[src/rtl/switch_input.sv]
// ---------------------------------------------------------------------------
// switch_input
//
// Services a processor IN instruction from the board switches. While the
// processor holds input_flag, the pipeline is stalled and a prompt LED
// (waiting) is lit. The switch value is captured when the operator presses
// the push button. The button is synchronized and debounced, and only a
// fresh press made during the wait is accepted.
//
// Ports
//   clk         system clock, all state updates on the rising edge
//   reset       synchronous, active-high reset
//   halt        processor halted; aborts a pending request
//   input_flag  processor is executing an IN instruction
//   SW[17:0]    board switches, the value to be read
//   KEY         push button, active-low, asynchronous to clk
//   data_out    last captured switch value, zero-extended to 32 bits
//   stall       freezes the processor PC/pipeline while high
//   input_done  one-cycle pulse in the cycle data_out was updated
//   waiting     high while a key press is awaited
// ---------------------------------------------------------------------------
module switch_input #(
  parameter int DEBOUNCE_CYCLES = 16
) (
  input  logic        clk,
  input  logic        reset,
  input  logic        halt,
  input  logic        input_flag,
  input  logic [17:0] SW,
  input  logic        KEY,
  output logic [31:0] data_out,
  output logic        stall,
  output logic        input_done,
  output logic        waiting
);

  // The counter also has to hold DEBOUNCE_CYCLES-1 when the parameter is 1.
  localparam int CNT_W = $clog2(DEBOUNCE_CYCLES + 1);
  localparam logic [CNT_W-1:0] CNT_LAST = CNT_W'(DEBOUNCE_CYCLES - 1);

  localparam logic [1:0] IDLE       = 2'd0;
  localparam logic [1:0] WAIT_PRESS = 2'd1;
  localparam logic [1:0] DONE       = 2'd2;

  logic             key_sync1;
  logic             key_sync2;
  logic             key_level;
  logic [CNT_W-1:0] stable_cnt;
  logic             press_evt;

  logic [1:0]       state;
  logic [1:0]       state_next;
  logic             capture;

  // -------------------------------------------------------------------------
  // Two-flop synchronizer. Reset leaves it at the released level (1) so
  // that leaving reset cannot look like a press.
  // -------------------------------------------------------------------------
  // NOTE: state registers use non-blocking assignments so every flop samples
  // the pre-edge value of the others, which makes the synchronizer chain shift
  // by one stage per clock instead of collapsing into a single flop.
  always_ff @(posedge clk) begin
    if (reset) begin
      key_sync1 <= 1'b1;
      key_sync2 <= 1'b1;
    end else begin
      key_sync1 <= KEY;
      key_sync2 <= key_sync1;
    end
  end

  // -------------------------------------------------------------------------
  // Debounce. key_level follows key_sync2 only after they have disagreed for
  // DEBOUNCE_CYCLES consecutive cycles. Any agreeing cycle restarts the
  // count. A press event is a single-cycle pulse registered together with a
  // 1->0 change of key_level. Holding the key never produces a second one,
  // and a release produces none.
  // -------------------------------------------------------------------------
  always_ff @(posedge clk) begin
    if (reset) begin
      key_level  <= 1'b1;
      stable_cnt <= '0;
      press_evt  <= 1'b0;
    end else begin
      press_evt <= 1'b0;
      if (key_sync2 == key_level) begin
        stable_cnt <= '0;
      end else if (stable_cnt == CNT_LAST) begin
        key_level  <= key_sync2;
        stable_cnt <= '0;
        press_evt  <= ~key_sync2;
      end else begin
        stable_cnt <= stable_cnt + CNT_W'(1);
      end
    end
  end

  // -------------------------------------------------------------------------
  // Request FSM. Press events that arrive outside WAIT_PRESS are dropped.
  // A key that is already held when the request starts therefore has to be
  // released and pressed again. In WAIT_PRESS, halt and a dropped
  // input_flag take priority over a press in the same cycle.
  // -------------------------------------------------------------------------
  // NOTE: every output of this block gets a default before the case, so no
  // path leaves a variable unassigned and no latch is inferred.
  always_comb begin
    state_next = state;
    capture    = 1'b0;
    case (state)
      IDLE: begin
        if (input_flag && !halt) state_next = WAIT_PRESS;
      end
      WAIT_PRESS: begin
        if (halt || !input_flag) begin
          state_next = IDLE;
        end else if (press_evt) begin
          state_next = DONE;
          capture    = 1'b1;
        end
      end
      DONE: begin
        state_next = IDLE;
      end
      default: begin
        state_next = IDLE;
      end
    endcase
  end

  always_ff @(posedge clk) begin
    if (reset) begin
      state <= IDLE;
    end else begin
      state <= state_next;
    end
  end

  // SW is sampled in the press-event cycle. The register becomes visible in
  // the DONE cycle, the same cycle input_done is high.
  always_ff @(posedge clk) begin
    if (reset) begin
      data_out <= '0;
    end else if (capture) begin
      data_out <= {14'b0, SW};
    end
  end

  // -------------------------------------------------------------------------
  // Outputs. stall is combinational, so a new IN request freezes the
  // pipeline in the same cycle input_flag rises. Any halt releases it at
  // once.
  // -------------------------------------------------------------------------
  assign waiting    = (state == WAIT_PRESS);
  assign input_done = (state == DONE);
  assign stall      = !halt && (waiting || ((state == IDLE) && input_flag));

endmodule

[config.mk]
export PLATFORM = sky130hd
export DESIGN_NAME = switch_input
export DESIGN_NICKNAME = d
export VERILOG_FILES = /design/src/rtl/switch_input.sv
export SDC_FILE = /design/constraint.sdc
export NUM_CORES = 1
export LEC_CHECK = 0
export CORE_ASPECT_RATIO = 1.75
export CORE_MARGIN = 1.5
export CORE_UTILIZATION = 40
export CTS_CLUSTER_DIAMETER = 100
export DETAILED_ROUTE_END_ITERATION = 12
export GPL_ROUTABILITY_DRIVEN = 0
export PLACE_DENSITY_LB_ADDON = 0.08
export SLEW_MARGIN = 10
export SYNTH_ARGS = -nofsm -noshare
export SYNTH_HDL_FRONTEND = slang
export SYNTH_SLANG_ARGS = --single-unit
[constraint.sdc]
create_clock -name clk -period 3.45 [get_ports clk]
set_input_delay 1.035 -clock clk [delete_from_list [all_inputs] [get_ports clk]]
set_output_delay 1.035 -clock clk [all_outputs]
set_load 0.01 [all_outputs]
* After elaboration in Yosys (flattened, before gate mapping)
Cells that the tools add are included. Widths: inputs -> output; s select.
Word-level totals: flip-flop bits (word level) 29, input port bits 23
Operators by class: reductions and logical operators 12, add/sub/neg operators 1, equal/unequal tests 6, bitwise operators 3, multiplexer cells 7
Operators with widths (number):
- $mux 2 | 3
- $reduce_or 3->1 | 2
- $add 5x1->5 const B | 1
- $eq 5x4->1 const B | 1
- $pmux 2 s2 | 1
- $reduce_and 2->1 | 2
- $logic_and 1x1->1 | 3
- $mux 1 | 3
- $ne 3x1->1 const B | 1
- $not 1->1 | 3
- $eq 2x1->1 const B | 1
- $eq 2x2->1 const B | 1
- $logic_not 1->1 | 2
- $logic_not 2->1 | 1
- $logic_or 1x1->1 | 2
- $ne 2x2->1 const B | 1
- $eq 1x1->1 | 1

* Longest topological paths before layout
Gate-level depths: netlist (run 1).
word-level depth 4, gate-level depth with buffers 5, mapped depth without buffers 5

* Least setup slack after synthesis (run 1)
No wires, ideal clock.
kind input -> output, start in halt, end out stall, setup slack 1.090 ns, buffers on the path 0, cell stages on the path 1, required time 2.415 ns, data arrival time 1.325 ns, path through nor3_1
On the way: longest elaborated chain between the ends 2
Ends and longest elaborated chain:
- start: declaration | line 27 | input logic halt,
- $logic_not 1->1 | line 155 | assign stall = !halt && (waiting || ((state == IDLE) && input_flag));
- $logic_and 1x1->1 | line 155
- end: declaration | line 32 | output logic stall,
No other way between the ends.

* Final worst setup path (run 1)
start in input_flag, end out stall
On the way: longest elaborated chain between the ends 3
Ends and longest elaborated chain:
- start: declaration | line 28 | input logic input_flag,
- $logic_and 1x1->1 | line 155
- $logic_or 1x1->1 | line 155
- $logic_and 1x1->1 | line 155
No other way between the ends.

==> metrics.md, run 1 <==
| Metric | Value |
|---|---|
| Slew @ Worst Pin | slightly above 600 ps |
| Synthesized flop and latch total | 29 |
| First-pass GRT wire length | just under 4 mm |
| Io pins | 58 |
| FILL cells | around 320 |
| H-Tree Depth | 2 |
| RSZ-0062 raised after global routing | no |
| Slowest cell on crit path | clkdlybuf4s50_1 |
| Status | finished, final reports clean |
| GRT Overall Usage | between 10% and 20% |
| WL/cell | between 10 and 15 um |
| Post-DP Area | ~0.0017 mm2 |
| Worst-path clk slew | approximately 60 ps |
| Dpl ws | around 180 ps |
| Final nets | a little over 200 |
| Core footprint | ~0.0032 mm2 |
| CTS tree | yes |
| Vias in the first global route | 917 |
| Clock Latency Late Sink | between 200 and 300 ps |
| Final period util | ~94% |
| Worst hold stages | 1 |
| # port buffers | 43 |
| Syn Inst Count | ~130 |
| Ant diodes | 0 |
| Routed Wire Length | about 2.4 mm |
| Ranking of synthesized cells by area | dfxtp_1 (43%), nand2b_1 (17%), mux2i_1 (13%) |
| Leak Pwr | around 0.67 nW |
| Most frequent cells in the layout | clkdlybuf4s50_1 (43), nand2b_1 (36), dfxtp_1 (29) |
| Syn Area/Cell | 10.1 um2 |
| Fin Setup TNS | 0 ps |
| Sequential-to-total area share from yosys stat | between 40% and 50% |
| Number of enable flip-flop cells after synthesis | 0 |
| Area delta synth->final | 34.5% |
| Peak VDD IR | between 0.0003 and 0.0004 V |
| Largest area contributor in the synthesized netlist | dfxtp_1 |
| Largest net degree at the start of global routing | 25 |
| Multi-input logic area | between 600 and 700 um2 |
| Grt total ovfl | 0 |
| Reg area | 581 um2 |
| Routed Antenna Nets | 0 |
| Post-Route Skew | 4.14 ps |
| Initial Utilization | 42.2% |
| Final slew viol count | 0 |
| Async SR Flop Fraction | 0% |
| PwrDens | 355 mW/mm2 |
| Worst EP required | 2410 ps |
| Vias | ~950 |
| FF-to-FF path depth | 5 |
| Commonest non-fill, non-tap cell in the layout | clkdlybuf4s50_1 |
| Max_slew headroom | roughly three fifths |
| Initial DRC Count | 16 |
| Root Buffer | clkbuf_8 |
| Crit path DAT | 2220 ps |
| Worst Setup End Kind | output port |
| Most frequent CP cell | clkdlybuf4s50_1 |
| Hold Buf Count CTS | 0 |
| 1st-pass router iterations | 2 |
| Max Clk Rate | 307 MHz |
| CTS Sinks | 29 |
| Tightest Hold Check Type | reg2reg |
| Worst Path Buf+Inv | 2 |
| Die span in y | roughly 80 um |
| Fin crit period | 3260 ps |
| FP Rows | 27 |
| Final setup viols | 0 |
| Layout Utilization | a little under three fifths |
| Max stage delay on crit path | approximately 560 ps |
| Initial antenna violation count | 0 |
| Residual DRC | 0 |
| Number of vias per cell | approximately 4.4 |
| Final instance area | between 0.0015 and 0.002 mm2 |
| CTS max path bufs | 2 |
| Die Footprint | 0.00372 mm2 |
| Cells along the critical path | clkdlybuf4s50_1, nor2_1, nor3_1, clkdlybuf4s50_1 |
| Top_reg_cell synth | dfxtp_1 |
| Die Wd | roughly 47 um |
| Synthesized area | ~0.0013 mm2 |
| Synth cell types | 26 |
| Top cell type's share of synthesized area | 43.3% |
| CTS Buf Count | 5 |
| Cell count along the critical path | 4 |
| Crit-path max FO | 2 |
| Post_cts resized | 0 |
| Final WS setup | between 150 and 200 ps |
| Post-CTS Setup Bufs | 0 |
| CP Launch Type | input pin |
| DP Wirelength | 1.77 mm |
| Number of max-cap violations | 0 |
| Ys Warns | 0 |
| CP Class | in2out |
| Fraction of layout cells with a size suffix above 1 | under 10% |
| Final hold vios | 0 |
| CP top delay family | buffers and inverters |
[metrics by stage]
| step | std cells | hold slack (ps) | power [mW] |
|---|---|---|---|
| 2_1_floorplan | 146 | 389 | 0.385 |
| 3_3_place_gp | 213 | 400 | 0.402 |
| 3_5_place_dp | 213 | 400 | 0.403 |
| 4_1_cts | 219 | 415 | 0.651 |
| 5_1_grt | 219 | 456 | 0.670 |
| 6_report | 219 | 412 | 0.641 |
[cell type report]
type	count	share of cell area, %
Clock buffer	5	3.81
Clock inverter	1	0.277
Inverter	2	0.416
Multi-Input combinational cell	95	36.1
Sequential cell	29	32.2
Tap cell	43	2.98
Timing Repair Buffer	44	24.3
[final timing paths]
path	from	endpoint	slack, ps
hold / removal	key_sync1	key_sync2	410
setup / recovery	input_flag	stall	190
setup reg to reg	stable_cnt[0]	stable_cnt[2]	1860
hold reg to reg	key_sync1	key_sync2	410
[Yosys cell counts, types with 2 or more instances]
cell type  number
nor2_1          6
buf_4          14
or2_2           2
inv_1           2
xnor2_1         2
clkbuf_1        4
mux2i_1        18
dfxtp_1        29
nor3_1          2
nor2b_1         2
nand2b_1       36
ha_1            2
[layer usage]
metal | wire [um] | share of wire, % | GRT usage (%) | vias up
met2 | 1260 | 52 | 23.7 | 29
met3 | 139 | 5.8 | 4.75 | 4
li1 | - | - | - | 483
met4 | 42 | 1.7 | 6.67 | 0
met5 | 0 | 0 | 0 | -
met1 | 959 | 40 | 15.8 | 437
[report_power, final]
group | internal (mW) | total, mW | switching [mW]
Clock | 0.132 | 0.245 | 0.113
Combinational | 0.0353 | 0.0576 | 0.0224
Sequential | 0.337 | 0.338 | 0.00128
[cell families (layout without fill, tap and decap cells)]
kind of cell               after synthesis  after routing  synth area share [%]
and+or+nand+nor                         57             57                  26.7
muxes                                   18             18                  13.4
other                                    1             14                 0.280
adders and majority gates                2              2                  1.87
AOI/OAI and AO/OA                        1              1                 0.653
xor gates and xnor gates                 3              3                  1.96
DFF                                     29             29                  43.3
buffers and inverters                   22             52                  11.8
[worst reg2reg max path, cell delays in order, from the launching register on]
cell	delay [ps]
dfxtp_1	330
ha_1	230
and3_1	180
ha_1	220
or3_1	460
nor2_1	130
[registers in the layout (all words and copies together), names as in the netlist]
name        cells
key_sync1       1
state           2
key_sync2       1
key_level       1
press_evt       1
data_out       18
stable_cnt      5
No activity file was read; power rests on OpenSTA's default activity.
==> inputs of run 2 (changes only) <==
CTS_BUF_LIST = sky130_fd_sc_hd__clkbuf_8   (was unset)
CTS_CLUSTER_SIZE = 16   (was unset)
HOLD_SLACK_MARGIN = 0.08   (was unset)
==> results of run 2 <==
Same layout as run 1: the final DEF is identical, and so are final timing and power.
==> inputs of run 3 (changes only) <==
CORE_UTILIZATION = 39   (was 40)
clock period = 2.8 ns   (was 3.45 ns; I/O delays follow)
==> run 3 against run 2 <==
  * Final cell count rose by 2.3%
  * Sequential power increased by 23%
  * Wire length shrank 2.9%
  * Total power increased by 34%
  * Utilization is 1.5 points lower
  * Highest routed layer unchanged
==> metrics.md, run 3 (synthesis results as in run 1) <==
| Metric | Value |
|---|---|
| Status | finished, final reports clean |
| CTS Sinks | 29 (unchanged) |
| Hold Buf Count CTS | 0 (unchanged) |
| Peak VDD IR | 0.000341 V (+3.9%) |
| Area delta synth->final | 37.2% |
| Leak Pwr | 0.695 nW (+3.3%) |
| Final slew viol count | 0 (unchanged) |
| Clock Latency Late Sink | 270 ps (about the same) |
| Most frequent cells in the layout | clkdlybuf4s50_1 (42), nand2b_1 (36), dfxtp_1 (29) |
| Root Buffer | clkbuf_8 |
| Max Clk Rate | 385 MHz |
| PwrDens | 465 mW/mm2 (+31%) |
| Fin crit period | around 2600 ps |
| Routed Wire Length | 2.33 mm (-2.9%) |
| Final setup viols | 0 (unchanged) |
| Final hold vios | 0 (unchanged) |
| Biggest regs | data_out (18), stable_cnt (5), state (2) |
| Max reg flops | 18 (unchanged) |
| Crit path DAT | 1760 ps (-460 ps) |
| CP Launch Type | input pin |
| Post-CTS Setup Bufs | 0 (unchanged) |
| # port buffers | 43 (unchanged) |
| Total power | 0.857 mW (+34%) |
| Initial DRC Count | 13 (-3) |
| CTS max path bufs | 2 (unchanged) |
| Fraction of layout cells with a size suffix above 1 | 7.26% (+1.6 points) |
| Routed Antenna Nets | 0 (unchanged) |
| Die span in y | 80.6 um (+1.2%) |
| Initial antenna violation count | 0 (unchanged) |
| DP Wirelength | 1.80 mm (+1.6%) |
| Initial Utilization | 40.3% (-1.9 points) |
| Final nets | 203 (+0.50%) |
| Ant diodes | 0 (unchanged) |
| Tightest Hold Check Type | reg2reg |
| Vias | 948 (-0.52%) |
| GRT Overall Usage | 13.7% (-0.67 points) |
| CTS Buf Count | 5 (unchanged) |
| FP Rows | 28 (+3.7%) |
| Post_cts resized | 1 (+1) |
| First-pass GRT wire length | 3.76 mm (-3.0%) |
| RSZ-0062 raised after global routing | no |
| Worst EP required | 1960 ps (-450 ps) |
| Largest register by flop count | data_out |
| Largest net degree at the start of global routing | 19 (-24%) |
| Fin Setup TNS | 0 ps (unchanged) |
| CTS tree | yes |
| 1st-pass router iterations | 3 (+1) |
| WL/cell | 10.4 um (-5.0%) |
| Reg2reg setup slack | 1210 ps (-650 ps) |
| Core footprint | 0.00333 mm2 (+4.8%) |
| Grt total ovfl | 0 (unchanged) |
| Die Footprint | 0.00381 mm2 (+2.4%) |
| Residual DRC | 0 (unchanged) |
| Vias in the first global route | 873 (-4.8%) |
| CP Class | in2out |
| Number of vias per cell | 4.23 (-2.7%) |
| Final period util | approximately 93% |
| Number of max-cap violations | 0 (unchanged) |
| Commonest non-fill, non-tap cell in the layout | clkdlybuf4s50_1 |
| Io pins | 58 (unchanged) |
| Worst Setup End Kind | output port |
| Post-Route Skew | 4.04 ps (-0.0942 ps) |
| H-Tree Depth | 2 (unchanged) |
| Crit-path max FO | 2 (unchanged) |
| Worst-path clk slew | 60 ps (about the same) |
| Die Wd | 47.3 um (+1.2%) |
[run 3: critical path: stages]
cell and delay, ps:
clkdlybuf4s50_1 480, nor2_1 40, nor3_1 110, dlygate4sd2_1 280
[run 3: layout make-up]
class | count | area [um2]
clock buffers | 7 | 96.3
clock inverters | 1 | 5.00
fillers | 303 | 1490
inverters | 2 | 7.51
multi-input cells | 95 | 651
flip-flops and latches | 29 | 581
well taps | 45 | 56.3
repair buffers | 45 | 444
[run 3: power by group]
| part | internal (mW) | total, mW | switching (mW) |
|---|---|---|---|
| clock network | 0.222 | 0.369 | 0.147 |
| logic | 0.0436 | 0.0709 | 0.0273 |
| registers | 0.415 | 0.417 | 0.00169 |
[run 3: through the flow]
step / area, um2 / setup slack, ps / utilization [%] / std cells / hold WS [ps]
finish: 1840 / 203 / 55.3 / 224 / 443
global route: 1840 / 140 / 55.3 / 224 / 461
global placement: 1740 / -64.5 / 52.3 / 216 / 429
detailed placement: 1740 / -92.8 / 52.3 / 216 / 437
floorplan: 1390 / 830 / - / 146 / 389
CTS: 1840 / 186 / 55.3 / 224 / 452
[run 3: final timing paths]
path	start	end	depth (start not counted)
worst max-delay path	input_flag	stall	4
worst min-delay path	key_sync1	key_sync2	1
worst max register to register	stable_cnt[0]	stable_cnt[2]	5
worst min register to register	key_sync1	key_sync2	1
[run 3: routing by layer]
layer | vias up | global-route usage (%) | wire [um]
met5 | - | 0 | 0
met4 | 0 | 6.67 | 53
met3 | 6 | 5.39 | 178
met2 | 29 | 22.2 | 1230
met1 | 428 | 14.7 | 869
li1 | 485 | - | -
